**src/rtl/frame_reg_updater.sv**
```systemverilog
// Frame-synchronous register-file engine: eight registers updated once per
// vsync rising edge by a fixed ALU + increment sequence, one write per clock.
//
// state | meaning
// IDLE  | waiting for an enabled vsync rising edge
// ALU   | reg[7] <= alu_result (one cycle)
// INC   | reg[idx] <= reg[idx] + idx + 1, idx = 0..6 (seven cycles)
module frame_reg_updater #(
    parameter int WIDTH = 16
) (
    input  logic             clk,
    input  logic             resetn,
    input  logic             vsync,
    input  logic             enable,
    output logic [WIDTH-1:0] alu_op1,
    output logic [WIDTH-1:0] alu_op2,
    input  logic [WIDTH-1:0] alu_result,
    input  logic [2:0]       rd_addr,
    output logic [WIDTH-1:0] rd_data,
    output logic             busy,
    output logic             done,
    output logic             overrun,
    output logic [15:0]      frame_count
);

    typedef enum logic [1:0] {
        IDLE = 2'd0,
        ALU  = 2'd1,
        INC  = 2'd2
    } state_t;

    state_t           state;
    state_t           state_nxt;
    logic [WIDTH-1:0] regs [8];
    logic [2:0]       idx;
    logic             vsync_q;
    logic             start;
    logic             last_write;
    logic             fin_q;
    logic [WIDTH-1:0] inc_val;

    // vsync_q resets high so releasing reset with vsync high is not an edge
    always_ff @(posedge clk or negedge resetn) begin
        if (!resetn) begin
            vsync_q <= 1'b1;
        end else begin
            vsync_q <= vsync;
        end
    end

    assign start = vsync & ~vsync_q;

    always_ff @(posedge clk or negedge resetn) begin
        if (!resetn) begin
            state <= IDLE;
        end else begin
            state <= state_nxt;
        end
    end

    always_comb begin
        state_nxt = state;
        case (state)
            IDLE: if (start && enable) state_nxt = ALU;
            ALU:  state_nxt = INC;
            INC:  if (idx == 3'd6) state_nxt = IDLE;
            default: state_nxt = IDLE;
        endcase
    end

    always_comb begin
        busy       = (state != IDLE);
        last_write = (state == INC) && (idx == 3'd6);
    end

    assign inc_val = WIDTH'(idx) + WIDTH'(1);

    always_ff @(posedge clk or negedge resetn) begin
        if (!resetn) begin
            for (int i = 0; i < 8; i++) begin
                regs[i] <= '0;
            end
        end else begin
            case (state)
                ALU:     regs[7]   <= alu_result;
                INC:     regs[idx] <= regs[idx] + inc_val;
                default: ;
            endcase
        end
    end

    always_ff @(posedge clk or negedge resetn) begin
        if (!resetn) begin
            idx <= 3'd0;
        end else if (state == ALU) begin
            idx <= 3'd0;
        end else if (state == INC) begin
            idx <= idx + 3'd1;
        end
    end

    always_ff @(posedge clk or negedge resetn) begin
        if (!resetn) begin
            frame_count <= 16'd0;
        end else if (last_write) begin
            frame_count <= frame_count + 16'd1;
        end
    end

    // done trails the final write by one cycle, hence the extra stage
    always_ff @(posedge clk or negedge resetn) begin
        if (!resetn) begin
            fin_q <= 1'b0;
            done  <= 1'b0;
        end else begin
            fin_q <= last_write;
            done  <= fin_q;
        end
    end

    always_ff @(posedge clk or negedge resetn) begin
        if (!resetn) begin
            overrun <= 1'b0;
        end else if (start && enable && (state != IDLE)) begin
            overrun <= 1'b1;
        end
    end

    assign alu_op1 = regs[1];
    assign alu_op2 = regs[2];
    assign rd_data = regs[rd_addr];

endmodule

```
**config.mk**
```make
export PLATFORM = sky130hd
export DESIGN_NAME = frame_reg_updater
export DESIGN_NICKNAME = d
export VERILOG_FILES = /design/src/rtl/frame_reg_updater.sv
export SDC_FILE = /design/constraint.sdc
export NUM_CORES = 1
export LEC_CHECK = 0
export ABC_AREA = 1
export CAP_MARGIN = 20
export CORE_MARGIN = 5
export CORE_UTILIZATION = 53
export DETAILED_ROUTE_END_ITERATION = 16
export HOLD_SLACK_MARGIN = 0.1
export PLACE_DENSITY = 0.76
export SYNTH_ARGS = -nofsm -noshare
export SYNTH_HDL_FRONTEND = slang
export SYNTH_SLANG_ARGS = --single-unit
export TNS_END_PERCENT = 20
```
**constraint.sdc**
```tcl
create_clock -name clk -period 2.9 [get_ports clk]
set_input_delay 0.435 -clock clk [delete_from_list [all_inputs] [get_ports clk]]
set_output_delay 0.435 -clock clk [all_outputs]
set_load 0.005 [all_outputs]
```
==> results of run 1 <==
-- final timing paths --
kind / cells after the start / end / from / slack [ns]
worst max-delay path: 16 / regs[28]$_DFFE_PN0P_ / idx[1]$_DFFE_PN0P_ / 0.13
worst min-delay path: 0 / done$_DFF_PN0_ / fin_q$_DFF_PN0_ / 0.36
worst max register to register: 16 / regs[28]$_DFFE_PN0P_ / idx[1]$_DFFE_PN0P_ / 0.13
worst min register to register: 0 / done$_DFF_PN0_ / fin_q$_DFF_PN0_ / 0.36
max in group asynchronous: 3 / regs[123]$_DFFE_PN0P_ / resetn / 1.61
min in group asynchronous: 2 / regs[3]$_DFFE_PN0P_ / resetn / 0.53
-- cells in the final DEF (no fill, tap or decap), drive strengths merged, types with 2 or more instances in the layout --
| cell type | n |
|---|---|
| o21ai | 160 |
| nand2 | 404 |
| o221ai | 4 |
| a221oi | 9 |
| o22ai | 4 |
| nor2 | 79 |
| dfrtp | 152 |
| xnor2 | 8 |
| buf | 51 |
| or2 | 3 |
| xor2 | 13 |
| nand4 | 5 |
| ha | 10 |
| inv | 156 |
| clkbuf | 19 |
| clkinvlp | 4 |
| clkdlybuf4s50 | 87 |
| a21oi | 53 |
| a22oi | 2 |
| o211ai | 4 |
| a31oi | 26 |
| clkinv | 5 |
| nand3 | 114 |
-- synthesized netlist by cell type (2+ instances only) --
cell type / n
nand2_1: 380
dfrtp_1: 152
inv_1: 144
o21ai_0: 134
nand3_1: 103
nor2_1: 66
a21oi_1: 53
buf_4: 38
clkbuf_1: 34
a31oi_1: 26
buf_2: 20
nand2_2: 18
o21ai_2: 16
xor2_1: 12
ha_1: 10
nand3_2: 10
o21ai_1: 10
a221oi_1: 9
xnor2_1: 8
nor2_4: 7
buf_6: 6
nand2_4: 6
inv_2: 5
buf_1: 4
nor2_2: 4
o211ai_1: 4
o221ai_1: 4
o22ai_1: 4
or2_2: 3
a22oi_1: 2
nand4_1: 2
nand4_2: 2
nor2_8: 2
-- flip-flops by register name, indices dropped and copies added, names as in the netlist --
signal       cells
alu_op2         16
frame_count     16
regs            96
vsync_q          1
done             1
alu_op1         16
idx              3
state            2
overrun          1
fin_q            1
-- power by group --
| group | total (mW) | switching, mW | internal, mW | leakage, nW |
|---|---|---|---|---|
| clock | 2.11 | 0.970 | 1.14 | 0.265 |
| combinational | 5.41 | 3.41 | 2.00 | 3.10 |
| sequential | 3.36 | 0.532 | 2.83 | 2.02 |
-- layer usage --
metal  track usage [%]  vias to the layer above  wire length [microns]
met3              7.14                       75                   2840
met1              36.8                     4248                  11600
met4              8.79                        0                    867
met2              45.0                      457                  13300
met5                 0                        -                      0
li1                  -                     4294                      -
-- critical path, delay by kind of cell (launching register included) --
family	cells	cell delay (ns)
DFF	1	0.48
adders and majority gates	2	0.55
and+or+nand+nor	11	1.30
buffers and inverters	2	0.16
AOI/OAI and AO/OA	1	0.15
-- kinds of logic after synthesis --
| kind of cell | count (synthesis) | share of synthesized area, % |
|---|---|---|
| and+or+nand+nor | 607 | 28.5 |
| AOI/OAI and AO/OA | 264 | 15.6 |
| buffers and inverters | 253 | 12.2 |
| DFF | 153 | 40.1 |
| xor gates and xnor gates | 21 | 2.12 |
| adders and majority gates | 11 | 1.52 |
-- cell type report --
cell class / count / area, sq um
fill: 1542 / 6560
inverter: 151 / 573
timing repair buffer: 140 / 1380
clock inverter: 14 / 114
sequential: 153 / 3830
multi-input combinational: 903 / 4660
tap: 229 / 287
clock buffer: 18 / 439
-- repair_timing --
action / CTS / global route
hold buffers: 1 / 0
endpoints found under the hold margin: 49 / 0
pin swaps: 0 / 11
gates cloned: 0 / 1
setup endpoints to repair: 11 / 72
gates resized for setup: 2 / 25
buffers inserted: 0 / 1
==> metrics.md, run 1 <==
| Metric | Value |
|---|---|
| Die area | `20800 sq um` |
| Synth area leader | `dfrtp_1` |
| Share of post-route cells with drive strength above 1 | `13.0%` |
| Crit path kind | `reg2reg` |
| Post-Layout Cell Count | `1608` |
| Finish-stage setup viols | `0` |
| Routed wire per std cell | `17.8 microns` |
| CTS Sinks | `153` |
| CTS tree | `built` |
| Starting density of the core | `53.5%` |
| Drt first pass iters | `6` |
| WP data arrival | `3.09 ns` |
| CP Launch Type | `flop` |
| Die H | `144 microns` |
| Max Root-Sink Buffers | `2` |
| Max_cap viols | `0` |
| Vias/cell | `5.64` |
| Clk slew on worst S/H paths | `0.07 ns` |
| Core Box Area | `17800 sq um` |
| Worst Setup Slack, final | `0.133 ns` |
| HPWL Detailed | `18100 microns` |
| Pwr Total | `10.9 mW` |
| Status | `completed` |
| Number of routed nets with antenna violations | `0` |
| Initial antenna violation count | `0` |
| Fin Setup TNS | `0 ns` |
| H-tree levels | `4` |
| Critical Path Sink Type | `flop` |
| Sequential-to-total area share from yosys stat | `40.1%` |
| Static Leak | `5.39 nW` |
| Initial drt markers | `1026` |
| DRC | `0` |
| Hold WC Path Type | `reg2reg` |
| Total routed wirelength | `28600 microns` |
| Vias in the first global route | `8725` |
| First-pass GRT wire length | `44900 microns` |
| Top_reg_cell synth | `dfrtp_1` |
| Crit-path cells | `nor2_4, inv_1, nor2_2, inv_1, o221ai_2, nor2_1, ha_2, fa_2, nor2_1, nor2_1, nor2_2, nand3_4, nor2_4, nand3_4, nand3_1, nand2_1` |
| Worst path max stage delay | `0.48 ns` |
| F_max | `0.361 GHz` |
| Synth top area share | `39.8%` |
| Synthesized netlist cell count | `1309` |
| Required @ worst endpoint | `3.22 ns` |
| Hold Vio Cnt, Final | `0` |
| Top cells by area, synth | `dfrtp_1, nand2_1, o21ai_0` |
| Worst-margin pin slew | `1.04 ns` |
| Num CTS Buffers | `17` |
| Clock skew | `0.0113 ns` |
| Largest net degree at the start of global routing | `66` |
| Max IR drop VDD | `0.608 mV` |
| Pre-CTS setup slack | `-0.0220 ns` |
| Die X-Extent | `144 microns` |
| Synth warnings | `0` |
| CTS Root Cell | `clkbuf_16` |
| Post-layout utilization of the core | `63.2%` |
| Dpl cells | `1573` |
| Ant diodes | `0` |
| Mapped Area | `9550 sq um` |
| Ys async rst share | `100%` |
| Final GP Congestion | `0.945` |
| Final hold slack | `0.359 ns` |
| Clock latency on the worst-skew pair | `0.43 ns` |
| Mapped Avg Cell Area | `7.30 sq um` |
| P per Cell Area | `964 nW/um^2` |
| Placed Area | `10600 sq um` |
| Total congestion overflow | `0` |
| Crit share post-route | `95.4%` |
| Slowest CP cell | `dfrtp_2` |
| Synth Net Count | `1343` |
| Area grow syn2layout | `18.1%` |
| Synth cell types | `44` |
| Max-slew violations | `0` |
| Post-synthesis register bit count | `153` |
| Fin nets | `1400` |
| # IOs | `90` |
| EDFF count, synth | `0` |
| Row cnt | `49` |
| Max FO, Critical Path | `8` |
| Overall routing resource usage | `27.8%` |
| Max-slew headroom | `30.7%` |
| Finished layout cell area | `11300 sq um` |
| Fin crit period | `2.77 ns` |
| Most common cell on crit path | `nor2_1` |
| IO buf count | `89` |
| DR vias | `9074` |
Power figures use the tool's default switching activity.
==> run 2: changes to the inputs <==
--- a/config.mk
+++ b/config.mk
@@ -9,8 +9,10 @@
 export CAP_MARGIN = 20
 export CORE_MARGIN = 5
 export CORE_UTILIZATION = 53
+export CTS_CLUSTER_SIZE = 8
 export DETAILED_ROUTE_END_ITERATION = 16
 export HOLD_SLACK_MARGIN = 0.1
+export MAX_ROUTING_LAYER = met4
 export PLACE_DENSITY = 0.76
 export SYNTH_ARGS = -nofsm -noshare
 export SYNTH_HDL_FRONTEND = slang
==> constraint.sdc (replaced) <==
create_clock -name clk -period 2.9 [get_ports clk]
set_input_delay 0.435 -clock clk [delete_from_list [all_inputs] [get_ports clk]]
set_output_delay 0.435 -clock clk [all_outputs]
set_load 0.1 [all_outputs]
==> metrics.md, run 2 (synthesis results as in run 1) <==
| Metric | Value |
|---|---|
| Status | `completed` |
| Hold WC Path Type | `reg2reg` |
| Clock latency on the worst-skew pair | `0.43 ns` |
| Hold Vio Cnt, Final | `0` |
| Fin Setup TNS | `0 ns` |
| Commonest cells after routing, fill and taps aside | `nand2_1, dfrtp_1, inv_1` |
| Ant diodes | `0` |
| Total routed wirelength | `28900 microns` |
| CTS Sinks | `153` |
| CP Launch Type | `flop` |
| WP data arrival | `3.07 ns` |
| # IOs | `90` |
| Final GP Congestion | `0.904` |
| Max FO, Critical Path | `8` |
| Num CTS Buffers | `17` |
| FF-to-FF setup slack | `0.14 ns` |
| Area grow syn2layout | `19.1%` |
| Post-layout utilization of the core | `63.8%` |
| Max reg flops | `96` |
| DRC | `0` |
| Finish-stage setup viols | `0` |
| Pwr Total | `12.7 mW` |
| Max Root-Sink Buffers | `2` |
| Total congestion overflow | `0` |
| Fin crit period | `2.76 ns` |
| P per Cell Area | `1110 nW/um^2` |
| Starting density of the core | `53.5%` |
| Critical Path Sink Type | `flop` |
| Initial antenna violation count | `0` |
| Die H | `144 microns` |
| RSZ-0062 raised after global routing | `yes` |
| Clk slew on worst S/H paths | `0.06 ns` |
| Crit share post-route | `95.0%` |
| Overall routing resource usage | `29.0%` |
| CTS Root Cell | `clkbuf_16` |
| CTS tree | `built` |
| Core Box Area | `17800 sq um` |
| Drt first pass iters | `5` |
| Crit path kind | `reg2reg` |
| F_max | `0.363 GHz` |
| Vias/cell | `5.65` |
| Most common cell after layout, fill and taps aside | `nand2_1` |
| Static Leak | `5.55 nW` |
| Fillers | `1557` |
| Top reg by flops | `regs` |
| Die X-Extent | `144 microns` |
| H-tree levels | `4` |
| Clock skew | `0.0164 ns` |
| IO buf count | `89` |
| Final hold slack | `0.347 ns` |
| Max-slew violations | `0` |
| Initial drt markers | `885` |
| Max IR drop VDD | `0.873 mV` |
| Routed wire per std cell | `18.0 microns` |
| Max_cap viols | `0` |
| Share of post-route cells with drive strength above 1 | `19.2%` |
| Fin nets | `1398` |
| Row cnt | `49` |
| Vias in the first global route | `8521` |
| Worst-margin pin slew | `1.03 ns` |
| HPWL Detailed | `19100 microns` |
| Max-slew headroom | `31.6%` |
| Number of routed nets with antenna violations | `0` |
| Die area | `20800 sq um` |
| DR vias | `9078` |
| Largest net degree at the start of global routing | `64` |
| First-pass GRT wire length | `45400 microns` |
| Required @ worst endpoint | `3.22 ns` |
## run 2: worst max-delay path, stage by stage (launching register included)
cell and delay, ns:
dfrtp_2 0.46, nor2_4 0.15, inv_1 0.08, nor2_2 0.11, inv_1 0.09, o221ai_2 0.13, nor2_1 0.06, ha_2 0.18
fa_2 0.35, nor2_2 0.10, nor2_1 0.06, nor2_2 0.15, nand3_4 0.12, nor2_4 0.21, nand3_4 0.19, nand3_1 0.13
nand2_1 0.06
## run 2: cell type report
type | instances | area, sq um | area share (%)
multi-input combinational | 903 | 4770 | 41.9
sequential | 153 | 3830 | 33.7
timing repair buffer | 138 | 1350 | 11.8
inverter | 151 | 571 | 5.02
clock buffer | 22 | 474 | 4.17
tap | 229 | 287 | 2.52
clock inverter | 10 | 93.8 | 0.825
## run 2: final timing paths
path | start | to | cells past startpoint
worst max-delay path | idx[1]$_DFFE_PN0P_ | alu_op2[12]$_DFFE_PN0P_ | 16
worst min-delay path | fin_q$_DFF_PN0_ | done$_DFF_PN0_ | 0
worst max register to register | idx[1]$_DFFE_PN0P_ | alu_op2[12]$_DFFE_PN0P_ | 16
worst min register to register | fin_q$_DFF_PN0_ | done$_DFF_PN0_ | 0
max in group asynchronous | resetn | regs[32]$_DFFE_PN0P_ | 3
min in group asynchronous | resetn | regs[64]$_DFFE_PN0P_ | 2
## run 2: repair_timing
action,4_1_cts,5_1_grt
endpoints found under the hold margin,60,0
gates resized for setup,2,33
buffers inserted,0,2
setup endpoints to repair,16,81
hold buffers,1,0
pin swaps,0,20
## run 2: report_power, final
part	internal [mW]	switching, mW
Clock	1.25	0.895
Sequential	2.83	0.530
Combinational	1.98	5.18
Total	6.06	6.61
## run 2: metrics by stage
step                      area, sq um  setup slack [ns]  instances
after floorplan                  9620            -0.563       1309
after global placement          10600            0.0407       1571
after detailed placement        10600           -0.0565       1571
after CTS                       11200           -0.0202       1604
after global routing            11400           -0.0770       1606
final                           11400             0.144       1606
## run 2: routing by layer
| layer | GRT usage [%] | wire length, microns | up-vias |
|---|---|---|---|
| li1 | - | - | 4297 |
| met1 | 38.6 | 11900 | 4247 |
| met2 | 44.1 | 13200 | 454 |
| met3 | 5.49 | 2650 | 80 |
| met4 | 11.7 | 1070 | 0 |
| met5 | - | 0 | - |
